`config.mk`:
```
export PLATFORM = sky130hd
export DESIGN_NAME = updown_counter
export DESIGN_NICKNAME = d
export VERILOG_FILES = /design/src/rtl/updown_counter_pkg.sv /design/src/rtl/updown_counter.sv
export SDC_FILE = /design/constraint.sdc
export NUM_CORES = 1
export LEC_CHECK = 0
export CAP_MARGIN = 20
export CORE_AREA = 2 2 39 41
export DETAILED_ROUTE_END_ITERATION = 10
export DIE_AREA = 0 0 41 43
export GPL_TIMING_DRIVEN = 0
export SLEW_MARGIN = 10
export SYNTH_ARGS = -nofsm -noshare
export SYNTH_HDL_FRONTEND = slang
export SYNTH_SLANG_ARGS = --single-unit
export TNS_END_PERCENT = 5
```
`constraint.sdc`:
```
create_clock -name clk -period 1.84 [get_ports clk]
set_input_delay 0.552 -clock clk [delete_from_list [all_inputs] [get_ports clk]]
set_output_delay 0.552 -clock clk [all_outputs]
set_load 0.01 [all_outputs]
```
`src/rtl/updown_counter_pkg.sv`:
```
// Shared counter package: default geometry and
// saturation mode encodings.
package updown_counter_pkg;

  localparam int DEF_WIDTH = 4;
  localparam int DEF_MOD   = 16;

  typedef enum logic {
    SAT_WRAP = 1'b0,
    SAT_HOLD = 1'b1
  } sat_mode_e;

endpackage

```
`src/rtl/updown_counter.sv`:
```
// Modulo-MOD up/down counter with load,
// wrap-or-saturate bounds and a wrap pulse.
module updown_counter
  import updown_counter_pkg::*;
#(
  parameter int WIDTH = DEF_WIDTH,
  parameter int MOD   = DEF_MOD,
  parameter int SAT   = int'(SAT_WRAP)
) (
  input  logic             clk,
  input  logic             rst,
  input  logic             en,
  input  logic             up,
  input  logic             load,
  input  logic [WIDTH-1:0] load_val,
  output logic [WIDTH-1:0] count,
  output logic [WIDTH-1:0] count_n,
  output logic             at_max,
  output logic             at_min,
  output logic             wrap
);

  // One extra bit so MOD == 2^WIDTH fits.
  localparam logic [WIDTH:0] MODV = (WIDTH+1)'(MOD);
  localparam logic [WIDTH:0] MAXV = (WIDTH+1)'(MOD - 1);
  localparam logic [WIDTH:0] ONE  = (WIDTH+1)'(1);
  localparam bit             HOLD = (SAT == int'(SAT_HOLD));

  logic [WIDTH-1:0] count_q, count_d;
  logic             wrap_q, wrap_d;
  logic [WIDTH:0]   cnt_x, lv_x;
  logic             do_load, do_inc, do_dec;

  assign cnt_x   = {1'b0, count_q};
  assign lv_x    = {1'b0, load_val};
  assign do_load = load;
  assign do_inc  = !load && en && up;
  assign do_dec  = !load && en && !up;

  always_comb begin
    count_d = count_q;
    wrap_d  = 1'b0;
    unique case (1'b1)
      do_load: begin
        if (lv_x >= MODV)
          count_d = MAXV[WIDTH-1:0];
        else
          count_d = load_val;
      end
      do_inc: begin
        if (cnt_x == MAXV) begin
          wrap_d  = 1'b1;
          count_d = HOLD ? count_q : '0;
        end else begin
          count_d = WIDTH'(cnt_x + ONE);
        end
      end
      do_dec: begin
        if (cnt_x == '0) begin
          wrap_d  = 1'b1;
          count_d = HOLD ? count_q
                         : MAXV[WIDTH-1:0];
        end else begin
          count_d = WIDTH'(cnt_x - ONE);
        end
      end
      default: ;
    endcase
  end

  always_ff @(posedge clk) begin
    if (rst) begin
      count_q <= '0;
      wrap_q  <= 1'b0;
    end else begin
      count_q <= count_d;
      wrap_q  <= wrap_d;
    end
  end

  assign count   = count_q;
  assign count_n = ~count_q;
  assign at_max  = (cnt_x == MAXV);
  assign at_min  = (count_q == '0);
  assign wrap    = wrap_q;

endmodule

```
======== Word level (Yosys, flattened, before mapping) ========
Index checks and enable logic that the tools add are counted.
Widths: inputs -> output; s select.
operators by class
  muxes and demuxes ....................... 7
  bitwise logic cells ..................... 1
  reductions and logical operators ........ 8
  $add $sub $neg .......................... 2
  eq/ne operators ......................... 1
  order comparisons ....................... 1
operators by type and width
  cell                 number
  $mux 4               3
  $pmux 4 s3           1
  $ge 4x5->1 const B   1
  $logic_not 5->1      1
  $add 4x1->4 const B  1
  $eq 4x4->1 const B   1
  $logic_not 4->1      1
  $not 4->4            1
  $sub 4x1->4 const B  1
  $logic_and 1x1->1    3
  $reduce_bool 3->1    1
  $logic_not 1->1      2
  $mux 1               2
  $pmux 1 s2           1
storage, ports and cells
  flip-flop bits (word level) ............. 5
  input bits .............................. 9
  word-level logic and storage cells ...... 22
  output and inout port bits .............. 11

======== Longest topological paths before layout ========
Gate-level depths: netlist (run 1).
  word-level depth ........................ 4
  mapped depth ............................ 6

======== Worst setup path after synthesis (run 1) ========
OpenSTA, ideal clock, no wires.
  path type ............................... register -> output
  start point ............................. register count_q[0] (netlist: count[0])
  end point ............................... output port at_min
  required time ........................... 1288 ps
  buffers on the path ..................... 0
  arrival ................................. 1022 ps
  setup slack ............................. 266 ps
  cell stages (with the launch flop) ...... 4
  path through ............................ dfxtp_1 -> inv_1 -> ha_1 -> and3_1
between the ends
  longest elaborated chain between the ends .. 1
RTL lines
  item                    line                  text
  from (decl)             updown_counter.sv:29  logic [WIDTH-1:0] count_q, count_d;
  from (signal assigned)  updown_counter.sv:76  count_q <= count_d;
  $logic_not 4->1         updown_counter.sv:84  assign at_min = (count_q == '0);
  to (decl)               updown_counter.sv:19  output logic at_min,
Every way passes these cells.

======== Worst setup path after layout (run 1) ========
  start point ............................. register count_q[1] (netlist: count[1])
  end point ............................... output port at_max
between the ends
  longest elaborated chain between the ends .. 1
RTL lines
  item        line                  text
  $eq 4x4->1  updown_counter.sv:83  assign at_max = (cnt_x == MAXV);
  to (decl)   updown_counter.sv:18  output logic at_max,
Every way passes these cells.

==> reports/qor.csv, run 1 <==
stage,metric,value,unit
clocking,postCtsSetupBuffers,0,
setup_path,reg2regPathDepth,6,
setup_path,cp_num_buf_inv,1,
global_routing,gr-total-overflow,0,
floorplan,num_rows,14,
floorplan,dieArea,1760,um^2
synth,yosysUniqueCellTypes,29,
setup_path,path_cells,ha_4 -> and3_1 -> dlygate4sd2_1,
route,wl,1170,um
timing,slew_viol_final,0,
setup_path,reg2reg_setup_slack,0.40,ns
floorplan,die_w,41,um
clocking,cts_tree,yes,
clocking,cts.reportedPaths.clkPinSlew,0.04,ns
timing,fin_crit_sh,0.963,
pwr,power_frac_comb,0.356,
clocking,cts_buffers,3,
timing,hold_viol,0,
floorplan,start_util,0.297,
floorplan,num_io_pins,20,
setup_path,cp_top_family,flip-flops,
flow_run,cap_violations,0,
route,final_antenna_net_count,0,
setup_path,reg2reg_to,count[2]$_SDFFE_PP0P_,
placement,place_area,612,um^2
route,dr.pass1.iters,2,
setup_path,path_class,register to primary output,
setup_path,crit_arrival,1.22,ns
synth,synth-main-ff-cell,dfxtp_1,
synth,yosysTopAreaCell,dfxtp_1,
pwr,p_seq_frac,0.330,
global_routing,antenna_found_initial,0,
route,vias,496,
setup_path,max_stage_delay,0.37,ns
pwr,p_sw,0.000127,W
pwr,p_clk_frac,0.314,
hold_path,min_from,count[2]$_SDFFE_PP0P_,
route,route.detailed.drc,0,
synth,synth_top_area_share,0.243,
synth,ys_top_cells_by_count,"inv_1, a21oi_1, dfxtp_1, nand2_1",
final_layout,area_growth,63.8,%
placement,post-place-cells,88,
synth,ys_warn_count,0,
timing,setup_viol,0,
clocking,clkLatencyLatePin,0.24,ns
final_layout,fillers,154,
synth,ys_ff_latch,5,
route,wl_per_cell,12.7,um
timing,max-slew-margin-rel,0.726,
pwr,p_leak,0.273,nW
pwr,intPower,0.000282,W
floorplan,core_region_area,1380,um^2
final_layout,design_area,674,um^2
timing,skew,0.000566,ns
global_routing,grt_start_max_net_pins,11,
global_routing,grt_pass1_vias,429,
hold_path,hold_path_end,count[2]$_SDFFE_PP0P_,
timing,worst_slew_pin_slew,0.401,ns
pwr,switching_share,0.310,
synth,synth_area_leaders,"dfxtp_1, a21oi_1, ha_1, inv_1, a2111oi_0",
clocking,cts_hold_buf,0,
clocking,clockBufferDepth,2,
pwr,p_per_area,607,nW/um^2
synth,yosysMostFrequentCell,inv_1,
placement,dpl.hpwl,855,um
setup_path,end_kind,primary output,
synth,post_synth.cell_area_avg,7.62,um^2
synth,synth_edf_count,0,
synth,async_reset_ff_frac,0,
hold_path,hp-class,register to register,
setup_path,reg2reg_from,count[0]$_SDFFE_PP0P_,
clocking,cts_sinks,5,
synth,synth_fp_nets,65,
setup_path,crit_fanout,7,
timing,rsz0062_at_grt,no,
final_layout,diodes,0,
synth,synth_area,412,um^2
final_layout,drive_gt1_frac,0.237,
setup_path,cpMaxStageDelayCell,dfxtp_4,
route,via_per_inst,5.39,
hold_path,whs_path_depth,2,
global_routing,grt.total_usage,0.154,
synth,ys_seq_area_frac,0.243,
route,drtIter0Drc,4,
clocking,cts_root_buf,clkbuf_4,
timing,max_freq,564,MHz
outcome,status,completed,
setup_path,cp.required,1.29,ns
clocking,htreeDepth,1,
placement,place_congestion,0.765,
setup_path,start_kind,register,
global_routing,grt_pass1_wl,1890,um
pwr,peakVddDrop,0.000335,V
final_layout,nets,88,
pwr,fin_total_pwr,0.000409,W
floorplan,fp.dieH,43,um
synth,synthCells,54,
timing,fin_hold_ws,0.637,ns
placement,port_buffers,18,
timing,post-route-min-period,1.77,ns
final_layout,layout.cells.non_filler,92,
[per-layer routing]
metal	up-vias	part of all wire	track usage
li1	244	-	-
met1	236	0.47	0.215
met3	0	0.068	0.0628
met5	-	0	0
met4	0	0	0.0200
met2	16	0.46	0.225
[final cells by class]
| cell class | instances | area (um^2) | area share |
|---|---|---|---|
| multi-input combinational | 41 | 298 | 0.442 |
| timing repair buffer | 18 | 181 | 0.269 |
| sequential | 5 | 110 | 0.163 |
| clock buffer | 4 | 26.3 | 0.0390 |
| inverter | 6 | 22.5 | 0.0334 |
| tap | 16 | 20.0 | 0.0297 |
| buffer | 2 | 16.3 | 0.0241 |
[metrics by stage]
stage | setup TNS (ns) | util | setup slack, ns
floorplan | 0 | - | 0.266
global placement | -0.356 | 0.442 | -0.153
detailed placement | -0.368 | 0.442 | -0.177
CTS | -0.00821 | 0.486 | -0.00821
global route | 0 | 0.487 | 0.0108
finish | 0 | 0.487 | 0.0678
[worst register-to-register path: stages, from the launching register on]
cell and delay, ns:
dfxtp_4 0.38, inv_2 0.07, ha_4 0.17, nor3b_1 0.13
a2111oi_0 0.37, or3_1 0.16, a21oi_1 0.03
[power groups by stage]
stage	combinational (W)	sequential [W]	clock (W)
finish	0.000146	0.000135	0.000128
global route	0.000162	0.000138	0.000140
CTS	0.000150	0.000135	0.000134
detailed placement	0.000144	0.000134	0
global placement	0.000144	0.000133	0
floorplan	0.0000729	0.000133	0
[layout by cell type (no fill, tap or decap), types with 3 or more instances in the layout]
| cell type | n |
|---|---|
| a21oi_1 | 5 |
| clkbuf_4 | 3 |
| clkdlybuf4s50_1 | 13 |
| dlymetal6s2s_1 | 3 |
| inv_1 | 3 |
| inv_2 | 3 |
| nand2_1 | 4 |
[cell families after synthesis]
kind of cell / after synthesis / synth area share
muxes: 1 / 0.0243
buffers and inverters: 8 / 0.0942
xor gates and xnor gates: 1 / 0.0213
and+or+nand+nor: 21 / 0.292
AOI/OAI and AO/OA: 16 / 0.264
adders and majority gates: 2 / 0.0608
DFF: 5 / 0.243
[how the worst max path moves through the flow]
stage / cells after the start / endpoint / startpoint / slack, ns
finish: 3 / at_max / count[1]$_SDFFE_PP0P_ / 0.07
global placement: 4 / at_min / count[0]$_SDFFE_PP0P_ / -0.15
global route: 1 / count[2] / count[2]$_SDFFE_PP0P_ / 0.01
floorplan: 3 / at_min / count[0]$_SDFFE_PP0P_ / 0.27
detailed placement: 4 / at_min / count[0]$_SDFFE_PP0P_ / -0.18
CTS: 2 / count_n[2] / count[2]$_SDFFE_PP0P_ / -0.008
[sequential cells by signal, indices dropped and copies added, names as in the netlist]
signal	count
count	4
wrap	1
[repair_timing]
item                                    4_1_cts  5_1_grt
gates resized for setup                      15        5
endpoints found under the setup margin        7        4
cloned                                        0        0
No activity file was read; power rests on OpenSTA's default activity.
==> run 2, diff against run 1 <==
CTS_CLUSTER_DIAMETER = 40   (was unset)
GPL_TIMING_DRIVEN = unset   (was 0)
MAX_ROUTING_LAYER = met4   (was unset)
==> reports/qor.csv, run 2 (synthesis results as in run 1) <==
stage,metric,value,unit,change
final_layout,layout.cells.non_filler,103,,+12%
setup_path,crit_cells,2,,-1
setup_path,end_kind,primary output,,
global_routing,gr-max-usage-layer,met2,,
global_routing,grt_pass1_wl,1880,um,-0.74%
clocking,clkLatencyLatePin,0.24,ns,about the same
global_routing,grt.total_usage,0.161,,+0.00689
global_routing,antenna_found_initial,0,,unchanged
pwr,switching_share,0.300,,-0.00982
route,wl,1260,um,+7.9%
floorplan,num_io_pins,20,,unchanged
timing,rsz0062_at_grt,no,,
timing,setup_tns,0,ns,unchanged
global_routing,grt_start_max_net_pins,11,,unchanged
pwr,fin_total_pwr,0.000425,W,+3.8%
pwr,p_clk_frac,0.298,,-0.016
route,drtIter0Drc,19,,+15
setup_path,reg2reg_to,count[2]$_SDFFE_PP0P_,,
setup_path,reg2reg_setup_slack,0.29,ns,-0.11 ns
final_layout,drive_gt1_frac,0.264,,+0.0275
timing,post-route-min-period,1.80,ns,+0.0236 ns
placement,port_buffers,19,,+1
global_routing,grt_pass1_vias,451,,+5.1%
final_layout,fillers,140,,-9.1%
clocking,cts_root_buf,clkbuf_4,,
setup_path,reg2reg_from,count[0]$_SDFFE_PP0P_,,
setup_path,cp_top_family,buffers and inverters,,
floorplan,dieArea,1760,um^2,unchanged
global_routing,globalRouteMet2Util,0.250,,+0.0250
timing,max_freq,557,MHz,-1.3%
timing,max-slew-margin-rel,0.782,,+0.0560
clocking,cts.reportedPaths.clkPinSlew,0.04,ns,about the same
setup_path,path_class,register to primary output,,
placement,post-place-ws,-0.223,ns,-0.0457 ns
final_layout,largest_register_ffs,4,,unchanged
timing,setup_viol,0,,unchanged
setup_path,max_stage_delay,0.54,ns,+0.17 ns
placement,dpl.hpwl,975,um,+14%
placement,post-place-cells,99,,+13%
final_layout,layout_common_cells,"buf_4, clkdlybuf4s50_1, inv_1, a21oi_1, nand2_1",,
timing,slew_viol_final,0,,unchanged
setup_path,reg2regPathDepth,7,,+1
setup_path,cpMaxStageDelayCell,clkdlybuf4s50_1,,
timing,skew,0.00309,ns,+0.00252 ns
pwr,p_per_area,591,nW/um^2,-2.7%
setup_path,critical_path.startpoint,count[0]$_SDFFE_PP0P_,,
setup_path,cp.required,1.29,ns,about the same
route,via_per_inst,5.07,,-6.0%
final_layout,final_common_cell,buf_4,,
floorplan,num_rows,14,,unchanged
timing,fin_crit_sh,0.976,,+0.0128
global_routing,grt.met3_usage,0.0785,,+0.0157
pwr,p_leak,0.330,nW,+21%
final_layout,register_area,104,um^2,-5.7%
pwr,p_seq_frac,0.295,,-0.035
route,final_antenna_net_count,0,,unchanged
clocking,cts_buffers,3,,unchanged
setup_path,crit_fanout,3,,-4
flow_run,cap_violations,0,,unchanged
clocking,cts_tree,yes,,
floorplan,die_w,41,um,unchanged
placement,place_congestion,0.890,,+16%
route,route.detailed.drc,0,,unchanged
outcome,status,completed,,
hold_path,hp-class,register to register,,
pwr,intPower,0.000297,W,+5.3%
clocking,cts_sinks,5,,unchanged
final_layout,nets,99,,+13%
setup_path,start_kind,register,,
setup_path,crit_path_end,count[0],,
hold_path,whs_path_depth,3,,+1
clocking,postCtsSetupBuffers,0,,unchanged
timing,hold_viol,0,,unchanged
pwr,p_sw,0.000128,W,+0.55%
route,dr.pass1.iters,4,,+2
route,vias,522,,+5.2%
timing,layout_setup_ws,0.0442,ns,-0.0236 ns
setup_path,crit_arrival,1.24,ns,+0.02 ns
floorplan,fp.dieH,43,um,unchanged
route,wl_per_cell,12.2,um,-3.6%
global_routing,gr-usage-met1,0.189,,-0.0256
clocking,htreeDepth,1,,unchanged
timing,worst_slew_pin_slew,0.319,ns,-0.0818 ns
pwr,power_frac_comb,0.407,,+0.051
floorplan,core_region_area,1380,um^2,unchanged
global_routing,gr-total-overflow,0,,unchanged
clocking,clockBufferDepth,2,,unchanged
final_layout,diodes,0,,unchanged
pwr,peakVddDrop,0.000411,V,+22%
setup_path,cp_num_buf_inv,2,,+1
final_layout,area_growth,74.8,%,
final_layout,multi_input_area,273,um^2,-8.4%
floorplan,start_util,0.297,,unchanged
setup_path,path_cells,buf_4 -> clkdlybuf4s50_1,,
[run 2: final cells by class]
class / instances / share of cell area
sequential: 5 / 0.144
inverter: 6 / 0.0313
tap: 16 / 0.0278
clock buffer: 4 / 0.0365
timing repair buffer: 31 / 0.381
multi-input combinational: 41 / 0.379
[run 2: worst min-delay path: stages, from the launching register on]
cell and delay [ns]:
dfxtp_2 0.35, buf_4 0.14, or2_2 0.10, a21oi_1 0.05
[run 2: repair_timing]
action | 4_1_cts | 5_1_grt
gates resized for setup | 8 | 4
setup endpoints to repair | 5 | 5
pin swaps | 0 | 0
hold endpoints to repair | 0 | 0
hold buffers | 0 | 0
[run 2: stage by stage]
| stage | utilization | hold WS [ns] | area, um^2 |
|---|---|---|---|
| 2_1_floorplan | - | 0.602 | 412 |
| 3_3_place_gp | 0.503 | 0.735 | 696 |
| 3_5_place_dp | 0.503 | 0.727 | 696 |
| 4_1_cts | 0.522 | 0.679 | 722 |
| 5_1_grt | 0.520 | 0.710 | 719 |
| 6_report | 0.520 | 0.675 | 719 |
[run 2: power by group through the flow]
| stage | logic (W) | registers [W] | clock network, W |
|---|---|---|---|
| 6_report | 0.000173 | 0.000125 | 0.000127 |
| 3_5_place_dp | 0.000180 | 0.000126 | 0 |
| 2_1_floorplan | 0.0000729 | 0.000133 | 0 |
| 3_3_place_gp | 0.000179 | 0.000126 | 0 |
| 5_1_grt | 0.000188 | 0.000126 | 0.000138 |
| 4_1_cts | 0.000177 | 0.000126 | 0.000129 |
[run 2: per-layer routing]
metal | up-vias | wire length [um]
li1 | 265 | -
met1 | 233 | 568
met2 | 22 | 594
met3 | 2 | 89
met4 | 0 | 8
met5 | - | 0
[run 2: worst min path at each step]
| stage | start | to | slack (ns) |
|---|---|---|---|
| 2_1_floorplan | count[2]$_SDFFE_PP0P_ | wrap$_SDFF_PP0_ | 0.60 |
| 3_3_place_gp | count[2]$_SDFFE_PP0P_ | count[2]$_SDFFE_PP0P_ | 0.74 |
| 3_5_place_dp | count[3]$_SDFFE_PP0P_ | wrap$_SDFF_PP0_ | 0.73 |
| 4_1_cts | count[2]$_SDFFE_PP0P_ | count[2]$_SDFFE_PP0P_ | 0.68 |
| 5_1_grt | count[2]$_SDFFE_PP0P_ | count[2]$_SDFFE_PP0P_ | 0.71 |
| 6_report | count[2]$_SDFFE_PP0P_ | count[2]$_SDFFE_PP0P_ | 0.67 |
==> run 3, diff against run 2 <==
ABC_AREA = 1   (was unset)
==> reports/qor.csv, run 3 <==
stage,metric,value,unit,change
setup_path,crit_fanout,4,,+1
route,wl_met2,561,um,-5.6%
pwr,switching_share,0.319,,+0.0182
synth,synth_fp_nets,77,,+18%
final_layout,nets,110,,+11%
synth,ys_warn_count,0,,unchanged
pwr,p_per_area,607,nW/um^2,+2.7%
clocking,cts_buffers,3,,unchanged
setup_path,start_kind,register,,
global_routing,gr-total-overflow,0,,unchanged
pwr,peakVddDrop,0.000256,V,-38%
floorplan,num_io_pins,20,,unchanged
global_routing,grt_pass1_vias,463,,+2.7%
final_layout,area_growth,77.2,%,
synth,synth_top_area_share,0.243,,unchanged
timing,post-route-min-period,1.78,ns,-0.0180 ns
timing,setup_viol,0,,unchanged
setup_path,cpMaxStageDelayCell,dfxtp_2,,
setup_path,crit_arrival,1.23,ns,about the same
global_routing,grt_start_max_net_pins,8,,-3
route,final_antenna_net_count,0,,unchanged
flow_run,cap_violations,0,,unchanged
clocking,htreeDepth,1,,unchanged
route,vias,511,,-2.1%
floorplan,core_region_area,1380,um^2,unchanged
timing,worst_slew_pin_slew,0.183,ns,-0.136 ns
pwr,p_seq_frac,0.287,,-0.008
final_layout,layout_common_cells,"nand2_1, clkdlybuf4s50_1, buf_4, nand3_1, inv_1",,
pwr,p_clk_frac,0.297,,about the same
route,wl_per_cell,9.87,um,-19%
synth,async_reset_ff_frac,0,,unchanged
global_routing,grt_pass1_wl,1840,um,-1.8%
route,dr.pass1.iters,4,,unchanged
clocking,clockBufferDepth,2,,unchanged
route,drtIter0Drc,5,,-14
route,wl,1130,um,-11%
final_layout,final_util,0.527,,+0.00723
route,via_per_inst,4.48,,-12%
synth,post_synth.cell_area_avg,6.24,um^2,-18%
route,route.detailed.drc,0,,unchanged
final_layout,diodes,0,,unchanged
floorplan,num_rows,14,,unchanged
route,top_layer,met4,,
setup_path,path_cells,inv_1 -> ha_2 -> nand2_2 -> nor2_4 -> clkdlybuf4s15_1,,
hold_path,hp-class,register to register,,
pwr,p_sw,0.000141,W,+10%
timing,max-slew-margin-rel,0.878,,+0.0958
setup_path,end_kind,primary output,,
clocking,clkLatencyLatePin,0.25,ns,about the same
clocking,cts_hold_buf,0,,unchanged
final_layout,design_area,729,um^2,+1.4%
pwr,fin_total_pwr,0.000442,W,+4.1%
setup_path,path_class,register to primary output,,
timing,skew,0.00494,ns,+0.00185 ns
placement,place_congestion,0.809,,-9.1%
synth,synth_area,412,um^2,unchanged
synth,yosysUniqueCellTypes,20,,-31%
clocking,post_cts_resize_count,6,,-2
timing,slew_viol_final,0,,unchanged
placement,place_area,689,um^2,-0.90%
setup_path,cp.required,1.29,ns,about the same
final_layout,final_common_cell,nand2_1,,
final_layout,largest_register_ffs,4,,unchanged
clocking,cts_sinks,5,,unchanged
pwr,p_leak,0.401,nW,+22%
synth,yosysTopAreaCell,dfxtp_1,,
timing,hold_viol,0,,unchanged
floorplan,dieArea,1760,um^2,unchanged
synth,synthCells,66,,+22%
timing,fin_crit_sh,0.966,,-0.00977
setup_path,max_stage_delay,0.33,ns,-0.21 ns
setup_path,cp_top_family,flip-flops,,
route,dr_wl_met3,53,um,-40%
placement,dpl.hpwl,930,um,-4.6%
final_layout,drive_gt1_frac,0.276,,+0.0111
route,routedLengthMet1,473,um,-17%
timing,max_freq,562,MHz,+1.0%
placement,port_buffers,19,,unchanged
floorplan,fp.dieH,43,um,unchanged
pwr,intPower,0.000301,W,+1.4%
clocking,cts.reportedPaths.clkPinSlew,0.05,ns,about the same
synth,ys_top_cells_by_count,"nand2_1, nand3_1, inv_1, a21oi_1, dfxtp_1",,
synth,yosysMostFrequentCell,nand2_1,,
clocking,postCtsSetupBuffers,0,,unchanged
global_routing,antenna_found_initial,0,,unchanged
global_routing,grt.total_usage,0.163,,+0.00153
synth,synth-main-ff-cell,dfxtp_1,,
outcome,status,completed,,
synth,ys_seq_area_frac,0.243,,unchanged
synth,ys_ff_latch,5,,unchanged
synth,synth_edf_count,0,,unchanged
clocking,cts_root_buf,clkbuf_4,,
setup_path,cp_num_buf_inv,2,,unchanged
synth,synth_area_leaders,"dfxtp_1, nand2_1, nand3_1, inv_1, a21oi_1",,
floorplan,die_w,41,um,unchanged
floorplan,start_util,0.297,,unchanged
clocking,cts_tree,yes,,
pwr,power_frac_comb,0.416,,+0.009
==> run 3: area by class of cell <==
type | count | area, um^2
clock buffers | 4 | 26.3
well taps | 16 | 20.0
flip-flops and latches | 5 | 104
inverters | 11 | 41.3
multi-input cells | 50 | 273
repair buffers | 28 | 265
fillers | 153 | 654
==> run 3: worst paths after layout <==
path,start,endpoint,slack [ns],depth (start not counted)
setup / recovery,count[0]$_SDFFE_PP0P_,at_min,0.06,5
hold / removal,count[0]$_SDFFE_PP0P_,count[0]$_SDFFE_PP0P_,0.54,2
setup reg to reg,count[0]$_SDFFE_PP0P_,count[3]$_SDFFE_PP0P_,0.54,9
hold reg to reg,count[0]$_SDFFE_PP0P_,count[0]$_SDFFE_PP0P_,0.54,2
==> run 3: metrics by stage <==
| stage | setup slack (ns) | hold slack [ns] | setup TNS [ns] | cells |
|---|---|---|---|---|
| 2_1_floorplan | 0.337 | 0.585 | 0 | 66 |
| 3_3_place_gp | 0.0472 | 0.551 | 0 | 110 |
| 3_5_place_dp | 0.0223 | 0.548 | 0 | 110 |
| 4_1_cts | 0.00229 | 0.538 | 0 | 114 |
| 5_1_grt | -0.00966 | 0.579 | -0.00966 | 114 |
| 6_report | 0.0622 | 0.542 | 0 | 114 |
==> run 3: logic make-up after synthesis <==
| logic type | count (synthesis) | share of synthesized area |
|---|---|---|
| AOI/OAI and AO/OA | 10 | 0.134 |
| adders and majority gates | 2 | 0.0608 |
| buffers and inverters | 11 | 0.100 |
| DFF | 5 | 0.243 |
| and+or+nand+nor | 38 | 0.462 |
==> run 3: worst register-to-register path, delay by kind of cell (launching register included) <==
| family | cells | cell delay, ns |
|---|---|---|
| AO/OA/AOI/OAI | 1 | 0.11 |
| adder cells (fa/ha/maj) | 1 | 0.21 |
| buffers and inverters | 2 | 0.18 |
| flip-flops | 1 | 0.33 |
| AND/OR/NAND/NOR | 5 | 0.40 |
==> run 3: routing by layer <==
metal  vias to the layer above  GRT usage
met4                         0      0.160
li1                        278          -
met2                        20      0.222
met5                         -          -
met3                         4     0.0157
met1                       209      0.194
==> run 3: power groups by stage <==
stage	Clock [W]	Sequential, W	Combinational, W
final	0.000131	0.000127	0.000184
after floorplan	0	0.000137	0.0000785
after global placement	0	0.000127	0.000191
after CTS	0.000135	0.000127	0.000186
after global routing	0.000144	0.000129	0.000205
after detailed placement	0	0.000128	0.000191
